==> config.mk <==
export PLATFORM = sky130hd
export DESIGN_NAME = cymometer_mc
export DESIGN_NICKNAME = d
export VERILOG_FILES = /design/src/rtl/cymometer_mc.sv
export SDC_FILE = /design/constraint.sdc
export NUM_CORES = 1
export LEC_CHECK = 0
export ABC_AREA = 1
export BUFFER_PORTS_ARGS = -buffer_cell sky130_fd_sc_hd__buf_4
export CORE_AREA = 2 2 281 283
export DETAILED_ROUTE_END_ITERATION = 8
export DIE_AREA = 0 0 283 285
export GPL_ROUTABILITY_DRIVEN = 0
export GPL_TIMING_DRIVEN = 0
export PLACE_DENSITY = 0.37
export SETUP_SLACK_MARGIN = 0.3
export SYNTH_ARGS = -nofsm -noshare
export SYNTH_HDL_FRONTEND = slang
export SYNTH_SLANG_ARGS = --single-unit
==> constraint.sdc <==
create_clock -name clk_fs -period 13.15 [get_ports clk_fs]
set_input_delay 1.9725 -clock clk_fs [delete_from_list [all_inputs] [get_ports clk_fs]]
set_output_delay 1.9725 -clock clk_fs [all_outputs]
set_load 0.01 [all_outputs]
==> src/rtl/cymometer_mc.sv <==
`timescale 1ns/1ps
// cymometer_mc -- multi-channel equal-precision frequency meter.
//
// Channels are measured one after another. For each channel the gate opens
// on a rising edge of the measured signal and closes on the gate_time-th
// following rising edge. Counting reference cycles between those two edges
// gives an exact edge count, so the only error is the reference-cycle
// quantisation. The result is fx = fx_cnt * CLK_FS / fs_cnt, computed with
// one registered multiply and a restoring divider (one quotient bit/cycle).
//
// Ports
//   clk_fs      reference clock (rising edge), the only clock
//   rst_n       asynchronous active-low reset
//   sig_in      CH_NUM asynchronous measured signals
//   gate_time   gate length in measured-signal rising edges (0 acts as 1)
//   start       one-cycle pulse, starts a sweep at channel 0 (IDLE only)
//   cont        1: restart the sweep at channel 0 after the last channel
//   busy        high while a sweep is in progress
//   data_valid  one-cycle result strobe
//   data_ch     channel of the current result
//   data_fx     measured frequency in Hz (saturates at all ones)
//   timeout     qualifies data_valid: channel saw no edges, data_fx = 0
module cymometer_mc #(
    parameter int unsigned CLK_FS  = 32'd50_000_000,
    parameter int          CH_NUM  = 4,
    parameter int          GATE_W  = 16,
    parameter int          OUT_W   = 32,
    parameter int unsigned TIMEOUT = 32'd25_000_000,
    localparam int         CH_W    = (CH_NUM > 1) ? $clog2(CH_NUM) : 1
) (
    input  logic              clk_fs,
    input  logic              rst_n,
    input  logic [CH_NUM-1:0] sig_in,
    input  logic [GATE_W-1:0] gate_time,
    input  logic              start,
    input  logic              cont,
    output logic              busy,
    output logic              data_valid,
    output logic [CH_W-1:0]   data_ch,
    output logic [OUT_W-1:0]  data_fx,
    output logic              timeout
);

    localparam int DIV_W = GATE_W + 32;
    localparam int CNT_W = $clog2(DIV_W + 1);

    typedef enum logic [2:0] {S_IDLE, S_ARM, S_GATE, S_MUL, S_DIV, S_DONE} state_t;

    state_t            state, state_nxt;
    logic [CH_NUM-1:0] sync1, sync2, sync3, rise;
    logic [CH_W-1:0]   ch;
    logic [GATE_W-1:0] gate_lat, fx_cnt;
    logic [31:0]       fs_cnt, idle_cnt;
    logic [DIV_W-1:0]  quo, quo_nxt;
    logic [31:0]       rem, rem_nxt;
    logic [32:0]       rem_sh;
    logic [CNT_W-1:0]  div_cnt;
    logic              rise_ch, gate_end, to_hit, div_last, ch_last, rem_ge, q_sat;
    logic [OUT_W-1:0]  fx_res;

    // Per-channel 2-FF synchroniser followed by a registered rising-edge detect.
    always_ff @(posedge clk_fs or negedge rst_n) begin
        if (!rst_n) begin
            sync1 <= '0;
            sync2 <= '0;
            sync3 <= '0;
            rise  <= '0;
        end else begin
            sync1 <= sig_in;
            sync2 <= sync1;
            sync3 <= sync2;
            rise  <= sync2 & ~sync3;
        end
    end

    assign rise_ch  = rise[ch];
    assign gate_end = rise_ch && ((fx_cnt + GATE_W'(1)) == gate_lat);
    // No edge for TIMEOUT cycles, or the reference counter about to wrap.
    assign to_hit   = (!rise_ch && (idle_cnt >= (TIMEOUT - 32'd1))) ||
                      ((state == S_GATE) && (fs_cnt == '1));
    assign div_last = (div_cnt == CNT_W'(DIV_W - 1));
    assign ch_last  = (ch == CH_W'(CH_NUM - 1));

    // Restoring divider step. rem < fs_cnt always holds, so rem fits 32 bits.
    assign rem_sh  = {rem, quo[DIV_W-1]};
    assign rem_ge  = (rem_sh >= {1'b0, fs_cnt});
    assign rem_nxt = rem_ge ? 32'(rem_sh - {1'b0, fs_cnt}) : rem_sh[31:0];
    assign quo_nxt = {quo[DIV_W-2:0], rem_ge};
    assign q_sat   = (quo_nxt > DIV_W'({OUT_W{1'b1}}));
    assign fx_res  = q_sat ? '1 : quo_nxt[OUT_W-1:0];

    // FSM: state register
    always_ff @(posedge clk_fs or negedge rst_n) begin
        if (!rst_n) state <= S_IDLE;
        else        state <= state_nxt;
    end

    // FSM: next state
    always_comb begin
        state_nxt = state;
        case (state)
            S_IDLE: if (start) state_nxt = S_ARM;
            S_ARM: begin
                if (rise_ch)     state_nxt = S_GATE;
                else if (to_hit) state_nxt = S_DONE;
            end
            S_GATE: begin
                if (gate_end)    state_nxt = S_MUL;
                else if (to_hit) state_nxt = S_DONE;
            end
            S_MUL:  state_nxt = S_DIV;
            S_DIV:  if (div_last) state_nxt = S_DONE;
            S_DONE: state_nxt = (!ch_last || cont) ? S_ARM : S_IDLE;
            default: state_nxt = S_IDLE;
        endcase
    end

    // FSM: outputs
    always_comb begin
        busy       = (state != S_IDLE);
        data_valid = (state == S_DONE);
    end

    // Datapath: counters, divider and result registers.
    always_ff @(posedge clk_fs or negedge rst_n) begin
        if (!rst_n) begin
            ch       <= '0;
            gate_lat <= '0;
            fx_cnt   <= '0;
            fs_cnt   <= '0;
            idle_cnt <= '0;
            quo      <= '0;
            rem      <= '0;
            div_cnt  <= '0;
            data_ch  <= '0;
            data_fx  <= '0;
            timeout  <= '0;
        end else begin
            case (state)
                S_IDLE: begin
                    ch       <= '0;
                    idle_cnt <= '0;
                end
                S_ARM: begin
                    gate_lat <= (gate_time == '0) ? GATE_W'(1) : gate_time;
                    fx_cnt   <= '0;
                    fs_cnt   <= 32'd1;
                    idle_cnt <= rise_ch ? '0 : idle_cnt + 32'd1;
                    if (!rise_ch && to_hit) begin
                        data_ch <= ch;
                        data_fx <= '0;
                        timeout <= 1'b1;
                    end
                end
                S_GATE: begin
                    idle_cnt <= rise_ch ? '0 : idle_cnt + 32'd1;
                    if (rise_ch) fx_cnt <= fx_cnt + GATE_W'(1);
                    // fs_cnt holds on the closing edge: it counts the cycles
                    // between opening and closing edges, i.e. whole periods.
                    if (!gate_end) fs_cnt <= fs_cnt + 32'd1;
                    if (!gate_end && to_hit) begin
                        data_ch <= ch;
                        data_fx <= '0;
                        timeout <= 1'b1;
                    end
                end
                S_MUL: begin
                    quo     <= DIV_W'(fx_cnt) * DIV_W'(CLK_FS);
                    rem     <= '0;
                    div_cnt <= '0;
                end
                S_DIV: begin
                    quo     <= quo_nxt;
                    rem     <= rem_nxt;
                    div_cnt <= div_cnt + CNT_W'(1);
                    if (div_last) begin
                        data_ch <= ch;
                        data_fx <= fx_res;
                        timeout <= 1'b0;
                    end
                end
                S_DONE: begin
                    ch       <= ch_last ? '0 : ch + CH_W'(1);
                    idle_cnt <= '0;
                end
                default: ;
            endcase
        end
    end

endmodule
Yosys cells after proc, flatten, opt, wreduce, memory -nomap -nowiden
Index checks and enable logic that the tools add are counted.
{"block": "word_totals", "register_bits": 238, "out_inout_bits": 37, "word_cells": 103}
{"block": "op_classes", "addsub": 6, "multipliers": 1, "n_lt_le_gt_ge": 4, "n_eq_ne": 15, "n_mux": 35, "n_bitwise": 2, "reduce_logical": 24}
{"cell": "$mux W32", "n": 7}
{"cell": "$pmux W32 S2", "n": 3}
{"cell": "$pmux W32 S3", "n": 1}
{"cell": "$pmux W48 S2", "n": 1}
{"cell": "$add A32 B1 Y32 const B", "n": 2}
{"cell": "$gt A48 B32 Y1 const B", "n": 1}
{"cell": "$mul A16 B19 Y35 const B", "n": 1}
{"cell": "$ge A33 B32 Y1", "n": 1}
{"cell": "$eq A32 B32 Y1 const B", "n": 1}
{"cell": "$ge A32 B25 Y1 const B", "n": 1}
{"cell": "$mux W16", "n": 2}
{"cell": "$pmux W16 S2", "n": 1}
{"cell": "$sub A32 B32 Y32", "n": 1}
{"cell": "$pmux W3 S6", "n": 1}
{"cell": "$add A16 B1 Y16 const B", "n": 1}
{"cell": "$eq A16 B16 Y1", "n": 1}
{"cell": "$logic_not A16 Y1", "n": 1}
{"cell": "$mux W3", "n": 5}
{"cell": "$pmux W6 S2", "n": 1}
{"cell": "$ne A2 B2 Y1 const B", "n": 5}
{"cell": "$mux W2", "n": 4}
{"cell": "$reduce_bool A2 Y1", "n": 4}
{"cell": "$add A6 B1 Y6 const B", "n": 1}
{"cell": "$eq A3 B2 Y1 const B", "n": 2}
{"cell": "22 further kinds", "n": 38}

Depth between registers and ports, before layout
Gate-level depths: netlist of run 1.
{"block": "logic_depth", "word_depth": 8, "depth_mapped": 26}

Worst setup path after synthesis of run 1
OpenSTA, ideal clock, no wires.
{"block": "synth_timing", "path_type": "register -> register", "from": "register fx_cnt[13]", "to": "register quo[37]", "t_arrival_ps": 5353, "required_time_ps": 13016, "setup_slack_ps": 7663, "stages_incl_launch_ff": 23, "path_cell_list": "dfrtp_1 fa_1 inv_1 fa_1 inv_1 fa_1 fa_1 fa_1 inv_1 fa_1 inv_1 ha_1 a21oi_1 o21ai_0 inv_1 nor2_1 nor2_1 nand3_1 nand2_1 nand2_1 or2_2 nand3_1 o211ai_1"}
{"block": "synth_via", "elab_chain_len": 2}
{"item": "from (decl)", "line_no": "52", "text": "logic [GATE_W-1:0] gate_lat, fx_cnt;"}
{"item": "from (signal assigned)", "line_no": "157", "text": "if (rise_ch) fx_cnt <= fx_cnt + GATE_W'(1);"}
{"item": "$mul A16 B19 Y35", "line_no": "168", "text": "quo <= DIV_W'(fx_cnt) * DIV_W'(CLK_FS);"}
{"item": "$pmux W48 S2", "line_no": "139", "text": "case (state)"}
{"item": "to (signal assigned)", "line_no": "168"}
{"item": "to (signal assigned)", "line_no": "173", "text": "quo <= quo_nxt;"}
{"item": "to (decl)", "line_no": "54", "text": "logic [DIV_W-1:0] quo, quo_nxt;"}
Every way passes these cells.
A chain may end at the register's enable or synchronous reset.

Worst setup path after layout of run 1
{"block": "layout_timing", "from": "register fx_cnt[5]", "to": "register quo[40]"}
The elaborated chain is that of the path after synthesis.

==> results of run 1 <==
-- layout make-up --
type / count / share of cell area, %
Inverter: 433 / 7.287
Sequential cell: 238 / 26.70
Clock buffer: 44 / 4.347
Multi-Input combinational cell: 1773 / 51.44
Tap cell: 1050 / 5.890
Buffer: 60 / 1.195
Timing Repair Buffer: 62 / 2.300
Clock inverter: 13 / 0.8414
-- worst reg2reg max path, cell delays in order (launching register included) --
cell	delay, ns
dfrtp_1	0.58
fa_1	0.69
inv_1	0.11
fa_1	0.52
inv_1	0.06
fa_1	0.55
fa_1	0.46
fa_1	0.55
inv_1	0.05
fa_1	0.54
inv_1	0.05
ha_1	0.35
a21oi_1	0.29
o21ai_0	0.18
a31oi_1	0.17
nand3_1	0.23
a21o_1	0.24
or2_2	0.27
nand3_1	0.12
nand3_1	0.09
-- synthesized netlist by cell type, types with 3 or more instances --
cell type,count
nand2_1,531
inv_1,422
dfrtp_1,238
nor2_1,206
o21ai_0,182
ha_1,154
a21oi_1,117
nand3_1,113
fa_1,109
nand4_1,64
xor2_1,60
nor3_1,49
clkbuf_1,43
o211ai_1,26
o22ai_1,26
nor4_1,23
xnor2_1,20
buf_2,12
o21ai_1,11
or2_2,11
o21bai_1,10
o221ai_1,9
a21o_1,8
inv_2,6
nand3b_1,6
a31oi_1,5
clkinv_1,5
o21a_1,5
a21boi_0,4
nand2_2,4
o31ai_1,4
buf_6,3
-- sequential cells by signal (all words and copies together) (netlist names), 6 cells and up --
register,cells
idle_cnt,32
div_cnt,6
fx_cnt,16
quo,48
data_fx,32
fs_cnt,32
rem,32
gate_lat,16
-- worst paths after layout --
path | startpoint | to | slack, ns | depth (start not counted)
max | fx_cnt[5] | quo[40] | 6.91 | 19
min | sync1[1] | sync2[1] | 0.34 | 0
max reg2reg | fx_cnt[5] | quo[40] | 6.91 | 19
min reg2reg | sync1[1] | sync2[1] | 0.34 | 0
min in group asynchronous | rst_n | fs_cnt[13] | 1.30 | 1
max in group asynchronous | rst_n | fx_cnt[12] | 10.96 | 2
-- report_power, final --
part	leakage (nW)	switching, mW	internal (mW)	total (mW)
clock	0.576	0.366	0.599	0.965
combinational	7.47	1.56	0.673	2.24
sequential	3.22	0.114	0.868	0.982
-- per-layer routing --
metal	global-route usage [%]	wire length, um	vias to the layer above
met1	21.87	30780	8093
met4	3.737	1212	0
li1	-	-	8319
met2	26.54	29890	253
met5	0	0	-
met3	1.536	1921	63
-- cell families (layout without fill, tap and decap cells) --
kind of cell / Yosys count / count (layout) / share of synthesized area, %
AOI/OAI and AO/OA: 411 / 411 / 11.83
DFF: 238 / 238 / 30.83
adders and majority gates: 263 / 263 / 21.27
and+or+nand+nor: 1018 / 1018 / 22.52
buffers and inverters: 493 / 612 / 9.794
xor gates and xnor gates: 81 / 81 / 3.744
==> results.sh, run 1 <==
export IMPL_ys_warn_count=0
export IMPL_syn_nets=2791
export IMPL_pre_cts_slack_ns=6.906
export IMPL_yosysTopAreaCellShare_pct=30.83
export IMPL_initial_core_util_pct=24.77
export IMPL_wl_mm=63.81
export IMPL_htree_num_levels=2
export IMPL_grt_max_degree=109
export IMPL_grt_pass1_vias=17240
export IMPL_ff_latch_area_um2=5956
export IMPL_status="finished, final reports clean"
export IMPL_finalSetupViolCount=0
export IMPL_hold_slack_ns=0.3416
export IMPL_path_buf_inv=4
export IMPL_crit_required_ns=13.55
export IMPL_power_mw=4.184
export IMPL_worstSetupStartpointType="flop"
export IMPL_yosysSeqAreaShare_pct=30.83
export IMPL_final_common_cell="nand2_1"
export IMPL_worstSetupPathType="flop to flop"
export IMPL_wl_per_cell_um=17.37
export IMPL_fin_nets=2889
export IMPL_worstPathMaxFanout=7
export IMPL_path_common_cell="fa_1"
export IMPL_io_buffer_count=60
export IMPL_multi_input_area_um2=11470
export IMPL_post_route_cells_drive_above_1_share_pct=6.024
export IMPL_final_core_util_pct=28.61
export IMPL_dpl_cell_area_um2=21140
export IMPL_vias=16730
export IMPL_synth_seq_cells=238
export IMPL_rsz0062_at_grt="false"
export IMPL_endpoint_kind="flop"
export IMPL_clk_insertion_delay_late_ns=0.54
export IMPL_syn_area_um2=19320
export IMPL_netlist_instances=2504
export IMPL_avgSynthCellArea_um2=7.714
export IMPL_setup_tns_ns=0
export IMPL_root_buffer="clkbuf_16"
export IMPL_gr_total_overflow=0
export IMPL_drtAntennaViolNets=0
export IMPL_slowest_stage="fa_1"
export IMPL_area_growth_synth_to_final_pct=15.47
export IMPL_die_area_um2=80660
export IMPL_dpl_hpwl_mm=51.84
export IMPL_powerDensity_nw_per_um2=187.6
export IMPL_io_pins=61
export IMPL_path_clk_slew_ns=0.06
export IMPL_grt_use_total_pct=15.81
export IMPL_yosys_most_used_dff="dfrtp_1"
export IMPL_detail_route_first_pass_iterations=5
export IMPL_post_route_drc_count=0
export IMPL_ctsHoldBuffers=0
export IMPL_antenna_found_initial=1
export IMPL_tightest_slew_ns=1.039
export IMPL_final_hold_violation_count=0
export IMPL_hp_class="flop to flop"
export IMPL_synth_largest_area_cell="dfrtp_1"
export IMPL_synthArstFlopShare_pct=100.0
export IMPL_total_leakage_power_nw=11.26
export IMPL_ys_top_cells_by_area="dfrtp_1 31%, fa_1 11%, nand2_1 10%"
export IMPL_max_cap_violations=0
export IMPL_fillers=8526
export IMPL_max_slew_margin_pct=30.51
export IMPL_drt_iter0_drc=1004
export IMPL_antenna_cells=0
export IMPL_clock_sinks=238
export IMPL_synth_edf_count=0
export IMPL_core_area_um2=77970
export IMPL_slew_viol_final=0
export IMPL_slowest_delay_ns=0.69
export IMPL_cts_buffer_depth=3
export IMPL_path_cells="fa_1 > inv_1 > fa_1 > inv_1 > fa_1 > fa_1 > fa_1 > inv_1 > fa_1 > inv_1 > ha_1 > a21oi_1 > o21ai_0 > a31oi_1 > nand3_1 > a21o_1 > or2_2 > nand3_1 > nand3_1"
export IMPL_post_route_min_period_ns=6.237
export IMPL_dp_cells=3616
export IMPL_cp_top_family="adder cells"
export IMPL_fin_worst_skew_ns=0.02551
export IMPL_postCtsSetupBuffers=0
export IMPL_irDropWorstVdd_mv=0.1052
export IMPL_die_width_um=283
export IMPL_yosysUniqueCellTypes=46
export IMPL_period_share_pct=47.43
export IMPL_stdcell_count=3673
export IMPL_cts_tree="done"
export IMPL_die_h_um=285
export IMPL_cts_buffers=34
export IMPL_grt_pass1_wl_mm=100.7
export IMPL_ctsResizeCount=0
export IMPL_max_freq_ghz=0.1603
export IMPL_fp_row_count=103
export IMPL_fin_area_um2=22310
export IMPL_viasPerCell=4.554
export IMPL_cp_arrival_ns=6.64
export IMPL_layout_common_cells="531 x nand2_1, 422 x inv_1, 238 x dfrtp_1"
export IMPL_fin_ws_ns=6.913
Note: power is estimated with default switching activity, not from simulation.
==> run 2: changes to the inputs <==
- ABC_AREA: 1 -> 0
- CORE_AREA: 2 2 281 283 -> 2 2 271 273
- DIE_AREA: 0 0 283 285 -> 0 0 273 275
- clock period: 13.15 -> 5.95 ns (I/O delays scaled with it)
==> results.sh, run 2 <==
export IMPL_viasPerCell=4.671
export IMPL_post_route_cells_drive_above_1_share_pct=14.49
export IMPL_gr_total_overflow=0
export IMPL_vias=13920
export IMPL_dp_cells=2883
export IMPL_endpoint_kind="flop"
export IMPL_final_hold_violation_count=0
export IMPL_reg2reg_to="quo[38]"
export IMPL_wl_mm=55.06
export IMPL_dpl_cell_area_um2=19700
export IMPL_grt_use_total_pct=14.98
export IMPL_post_route_drc_count=0
export IMPL_fp_row_count=99
export IMPL_synthArstFlopShare_pct=100.0
export IMPL_detail_route_first_pass_iterations=5
export IMPL_dpl_hpwl_mm=42.05
export IMPL_cts_tree="done"
export IMPL_cp_arrival_ns=6.29
export IMPL_powerDensity_nw_per_um2=348.7
export IMPL_total_leakage_power_nw=9.915
export IMPL_ys_top_cells_by_area="dfrtp_1 33%, fa_1 12%, ha_1 11%"
export IMPL_irDropWorstVdd_mv=0.2068
export IMPL_wl_per_cell_um=18.47
export IMPL_synth_edf_count=0
export IMPL_initial_core_util_pct=24.74
export IMPL_io_pins=61
export IMPL_die_area_um2=75080
export IMPL_area_growth_synth_to_final_pct=19.79
export IMPL_worstSetupStartpointType="flop"
export IMPL_ff_latch_area_um2=5982
export IMPL_fillers=7656
export IMPL_clk_insertion_delay_late_ns=0.56
export IMPL_hp_class="primary input to asynchronous set/reset pin"
export IMPL_yosys_most_used_dff="dfrtp_1"
export IMPL_die_width_um=273
export IMPL_antenna_cells=0
export IMPL_die_h_um=275
export IMPL_path_clk_slew_ns=0.05
export IMPL_r2r_setup_slack_ns=0.12
export IMPL_fin_worst_skew_ns=0.03406
export IMPL_syn_nets=2149
export IMPL_finalSetupViolCount=0
export IMPL_fin_area_um2=21430
export IMPL_max_freq_ghz=0.1716
export IMPL_setup_tns_ns=0
export IMPL_top_register="quo"
export IMPL_htree_num_levels=2
export IMPL_syn_area_um2=17890
export IMPL_clock_sinks=238
export IMPL_multi_input_area_um2=11220
export IMPL_final_common_cell="dfrtp_1"
export IMPL_yosysMostFrequentCell="dfrtp_1"
export IMPL_core_area_um2=72340
export IMPL_io_buffer_count=60
export IMPL_yosysTopAreaCellShare_pct=33.28
export IMPL_yosysUniqueCellTypes=75
export IMPL_max_cap_violations=0
export IMPL_period_share_pct=97.93
export IMPL_worstPathMaxFanout=2
export IMPL_synth_cells_most_frequent="238 x dfrtp_1, 201 x inv_1, 166 x nand2_1"
export IMPL_timing_rr_start="fx_cnt[13]"
export IMPL_layout_common_cells="223 x dfrtp_1, 187 x inv_1, 165 x nand2_1"
export IMPL_grt_pass1_wl_mm=86.81
export IMPL_grt_max_degree=104
export IMPL_r2r_cells=21
export IMPL_root_buffer="clkbuf_16"
export IMPL_fin_nets=2286
export IMPL_cts_buffers=34
export IMPL_crit_required_ns=6.41
export IMPL_netlist_instances=1862
export IMPL_max_slew_margin_pct=31.88
export IMPL_synth_largest_area_cell="dfrtp_1"
export IMPL_status="finished, final reports clean"
export IMPL_slew_viol_final=0
export IMPL_drt_iter0_drc=693
export IMPL_avgSynthCellArea_um2=9.610
export IMPL_cts_buffer_depth=3
export IMPL_post_route_min_period_ns=5.827
export IMPL_grt_pass1_vias=14860
export IMPL_synth_seq_cells=238
export IMPL_worstSetupPathType="flop to flop"
export IMPL_antenna_found_initial=0
export IMPL_rsz0062_at_grt="true"
export IMPL_tightest_slew_ns=1.022
export IMPL_largest_reg_flops=48
export IMPL_ys_warn_count=0
export IMPL_stdcell_count=2981
export IMPL_drtAntennaViolNets=0
export IMPL_yosysSeqAreaShare_pct=33.28
==> run 2: cells by family (layout without fill, tap and decap cells) <==
logic type | Yosys count | after routing | share of synthesized area (%)
and+or+nand+nor | 522 | 522 | 13.71
AOI/OAI and AO/OA | 430 | 430 | 17.17
buffers and inverters | 273 | 433 | 6.055
adders and majority gates | 263 | 263 | 22.96
DFF | 238 | 238 | 33.28
xor gates and xnor gates | 119 | 119 | 5.825
muxes | 17 | 17 | 0.9929
==> run 2: worst max path at each step <==
stage,cells after the start,to,slack (ns),start
CTS,21,quo[38],0.07,fx_cnt[13]
finish,21,quo[38],0.12,fx_cnt[13]
floorplan,20,quo[38],0.30,fx_cnt[3]
global route,21,quo[36],-0.10,fx_cnt[13]
detailed placement,20,quo[40],-0.61,fx_cnt[7]
global placement,20,quo[40],-0.60,fx_cnt[7]
==> run 2: cell type report <==
| type | count | area share [%] |
|---|---|---|
| Timing Repair Buffer | 101 | 3.864 |
| Tap cell | 959 | 5.598 |
| Clock inverter | 14 | 0.7238 |
| Sequential cell | 238 | 27.91 |
| Clock buffer | 45 | 4.495 |
| Inverter | 203 | 3.555 |
| Multi-Input combinational cell | 1351 | 52.36 |
| Buffer | 70 | 1.500 |
==> run 2: metrics by stage <==
stage	total power [mW]	utilization, %	setup WS, ns	hold WS [ns]
final	7.473	29.63	0.1233	0.2328
after CTS	7.611	29.49	0.07292	0.2164
after detailed placement	5.478	27.23	-0.6059	0.3403
after global routing	8.054	29.63	-0.1034	0.2528
after floorplan	4.325	-	0.3039	0.3312
after global placement	5.470	27.14	-0.5959	0.3334
==> run 2: timing repair <==
action | in CTS | in global routing
hold buffers | 0 | 0
pin swaps | 52 | 31
gates resized for setup | 65 | 28
endpoints found under the setup margin | 17 | 11
setup buffers | 35 | 4
==> run 2: layer usage <==
| metal | vias to the layer above | part of all wire [%] | routed length, um | track usage (%) |
|---|---|---|---|---|
| met4 | 0 | 3.4 | 1885 | 5.551 |
| met5 | - | 0 | 0 | 0 |
| li1 | 6732 | - | - | - |
| met3 | 78 | 3.4 | 1854 | 1.990 |
| met2 | 203 | 48 | 26330 | 25.39 |
| met1 | 6910 | 45 | 24990 | 19.46 |
==> run 2: where the power goes <==
| group | switching (mW) | internal (mW) | leakage [nW] |
|---|---|---|---|
| clock network | 0.808 | 1.23 | 0.548 |
| registers | 0.248 | 1.88 | 3.20 |
| logic | 2.12 | 1.19 | 6.16 |
| total | 3.17 | 4.30 | 9.92 |
==> run 2: worst max-delay path, stage by stage (launching register included) <==
cell and delay [ns]:
dfrtp_2 0.42, fa_2 0.59, inv_2 0.05, fa_2 0.55, inv_2 0.04, fa_1 0.56
fa_1 0.44, fa_1 0.51, inv_2 0.04, fa_1 0.54, inv_2 0.06, ha_4 0.21
a21o_1 0.20, a21oi_4 0.21, o2111ai_4 0.18, nand3_2 0.10, a41oi_2 0.13, a221oi_2 0.30
buf_4 0.17, o21ai_2 0.05, mux2_4 0.30, o21ai_2 0.10
==> run 3: changes to the inputs <==
==> constraint.sdc (replaced) <==
create_clock -name clk_fs -period 5.95 [get_ports clk_fs]
set_input_delay 0.595 -clock clk_fs [delete_from_list [all_inputs] [get_ports clk_fs]]
set_output_delay 0.595 -clock clk_fs [all_outputs]
set_load 0.01 [all_outputs]
==> results.sh, run 3 (synthesis results as in run 2) <==
export IMPL_detail_route_first_pass_iterations=6
export IMPL_die_h_um=275
export IMPL_cts_tree="done"
export IMPL_clk_insertion_delay_late_ns=0.56
export IMPL_slowest_delay_ns=0.59
export IMPL_final_hold_violation_count=0
export IMPL_finalSetupViolCount=0
export IMPL_post_route_cells_drive_above_1_share_pct=14.48
export IMPL_total_leakage_power_nw=9.919
export IMPL_fin_nets=2287
export IMPL_dpl_hpwl_mm=42.05
export IMPL_grt_pass1_vias=14870
export IMPL_layout_common_cells="223 x dfrtp_1, 187 x inv_1, 165 x nand2_1"
export IMPL_grt_max_degree=104
export IMPL_wl_per_cell_um=18.45
export IMPL_grt_use_total_pct=14.98
export IMPL_cts_buffers=34
export IMPL_dp_cells=2883
export IMPL_path_clk_slew_ns=0.05
export IMPL_grt_pass1_wl_mm=86.84
export IMPL_io_buffer_count=60
export IMPL_post_route_drc_count=0
export IMPL_cp_arrival_ns=6.29
export IMPL_max_freq_ghz=0.1716
export IMPL_rsz0062_at_grt="true"
export IMPL_path_cells="fa_2 > inv_2 > fa_2 > inv_2 > fa_1 > fa_1 > fa_1 > inv_2 > fa_1 > inv_2 > ha_4 > a21o_1 > a21oi_4 > o2111ai_4 > nand3_2 > a41oi_2 > a221oi_2 > buf_4 > o21ai_2 > mux2_4 > o21ai_2"
export IMPL_status="finished, final reports clean"
export IMPL_antenna_found_initial=0
export IMPL_cts_buffer_depth=3
export IMPL_endpoint_kind="flop"
export IMPL_worstSetupStartpointType="flop"
export IMPL_irDropWorstVdd_mv=0.2067
export IMPL_period_share_pct=97.92
export IMPL_top_register="quo"
export IMPL_area_growth_synth_to_final_pct=19.84
export IMPL_max_slew_margin_pct=29.57
export IMPL_wl_mm=55.02
export IMPL_powerDensity_nw_per_um2=348.7
export IMPL_fin_worst_skew_ns=0.03356
export IMPL_clock_sinks=238
export IMPL_gr_total_overflow=0
export IMPL_crit_required_ns=6.41
export IMPL_io_pins=61
export IMPL_slowest_stage="fa_2"
export IMPL_antenna_cells=0
export IMPL_root_buffer="clkbuf_16"
export IMPL_initial_core_util_pct=24.74
export IMPL_worstSetupPathType="flop to flop"
export IMPL_post_route_min_period_ns=5.826
export IMPL_power_mw=7.478
export IMPL_hp_class="primary input to flop"
export IMPL_fin_ws_ns=0.1238
export IMPL_vias=13920
export IMPL_stdcell_count=2982
export IMPL_die_width_um=273
export IMPL_tightest_slew_ns=1.056
export IMPL_drt_iter0_drc=707
export IMPL_htree_num_levels=2
export IMPL_fillers=7655
export IMPL_drtAntennaViolNets=0
export IMPL_worstPathMaxFanout=2
export IMPL_pre_cts_slack_ns=-0.6059
export IMPL_slew_viol_final=0
export IMPL_final_common_cell="dfrtp_1"
export IMPL_fp_row_count=99
export IMPL_largest_reg_flops=48
export IMPL_final_core_util_pct=29.64
export IMPL_viasPerCell=4.669
export IMPL_max_cap_violations=0
export IMPL_die_area_um2=75080
export IMPL_core_area_um2=72340
run 3: where the power goes:
group / leakage [nW] / switching [mW] / internal, mW
registers: 3.20 / 0.248 / 1.88
clock network: 0.548 / 0.808 / 1.23
logic: 6.17 / 2.12 / 1.19
run 3: worst paths after layout:
kind / start / to / slack [ns] / depth (start not counted)
min in group asynchronous: rst_n / idle_cnt[4] / 0.54 / 2
worst min register to register: sync1[0] / sync2[0] / 0.35 / 0
worst min-delay path: sig_in[2] / sync1[2] / 0.14 / 1
worst max-delay path: fx_cnt[13] / quo[38] / 0.12 / 21
worst max register to register: fx_cnt[13] / quo[38] / 0.12 / 21
max in group asynchronous: rst_n / data_fx[21] / 4.07 / 4
run 3: through the flow:
stage | TNS [ns] | hold WS [ns] | area, um^2
floorplan | 0 | 0.2994 | 17990
global placement | -3.024 | 0.3334 | 19640
detailed placement | -3.210 | 0.3403 | 19700
CTS | 0 | 0.1022 | 21340
global route | -0.2388 | 0.1166 | 21440
finish | 0 | 0.1418 | 21440
run 3: layout make-up:
cell class / count / area, um^2 / share of cell area, %
Buffer: 70 / 321.6 / 1.500
Clock buffer: 45 / 963.4 / 4.493
Clock inverter: 14 / 155.1 / 0.7235
Inverter: 203 / 762.0 / 3.553
Multi-Input combinational cell: 1351 / 11220 / 52.33
Sequential cell: 238 / 5982 / 27.90
Tap cell: 959 / 1200 / 5.595
Timing Repair Buffer: 102 / 838.3 / 3.909
run 3: worst max-delay path, delay by kind of cell, from the launching register on:
family	cells	cell delay [ns]
adders and majority gates	7	3.40
muxes	1	0.30
and+or+nand+nor	1	0.10
AOI/OAI and AO/OA	7	1.17
buffers and inverters	5	0.36
DFF	1	0.42
run 3: layer usage:
metal | vias to the layer above | track usage, % | part of all wire [%]
met5 | - | 0 | 0
met4 | 0 | 5.551 | 3.3
met3 | 76 | 1.990 | 3.4
met2 | 209 | 25.41 | 48
met1 | 6906 | 19.46 | 45
li1 | 6732 | - | -
run 3: what timing repair did:
action	CTS	global route
gates resized for setup	65	28
endpoints found under the hold margin	48	0
buffers inserted	35	4
hold buffers	1	0
endpoints found under the setup margin	17	11
pin swaps	52	31
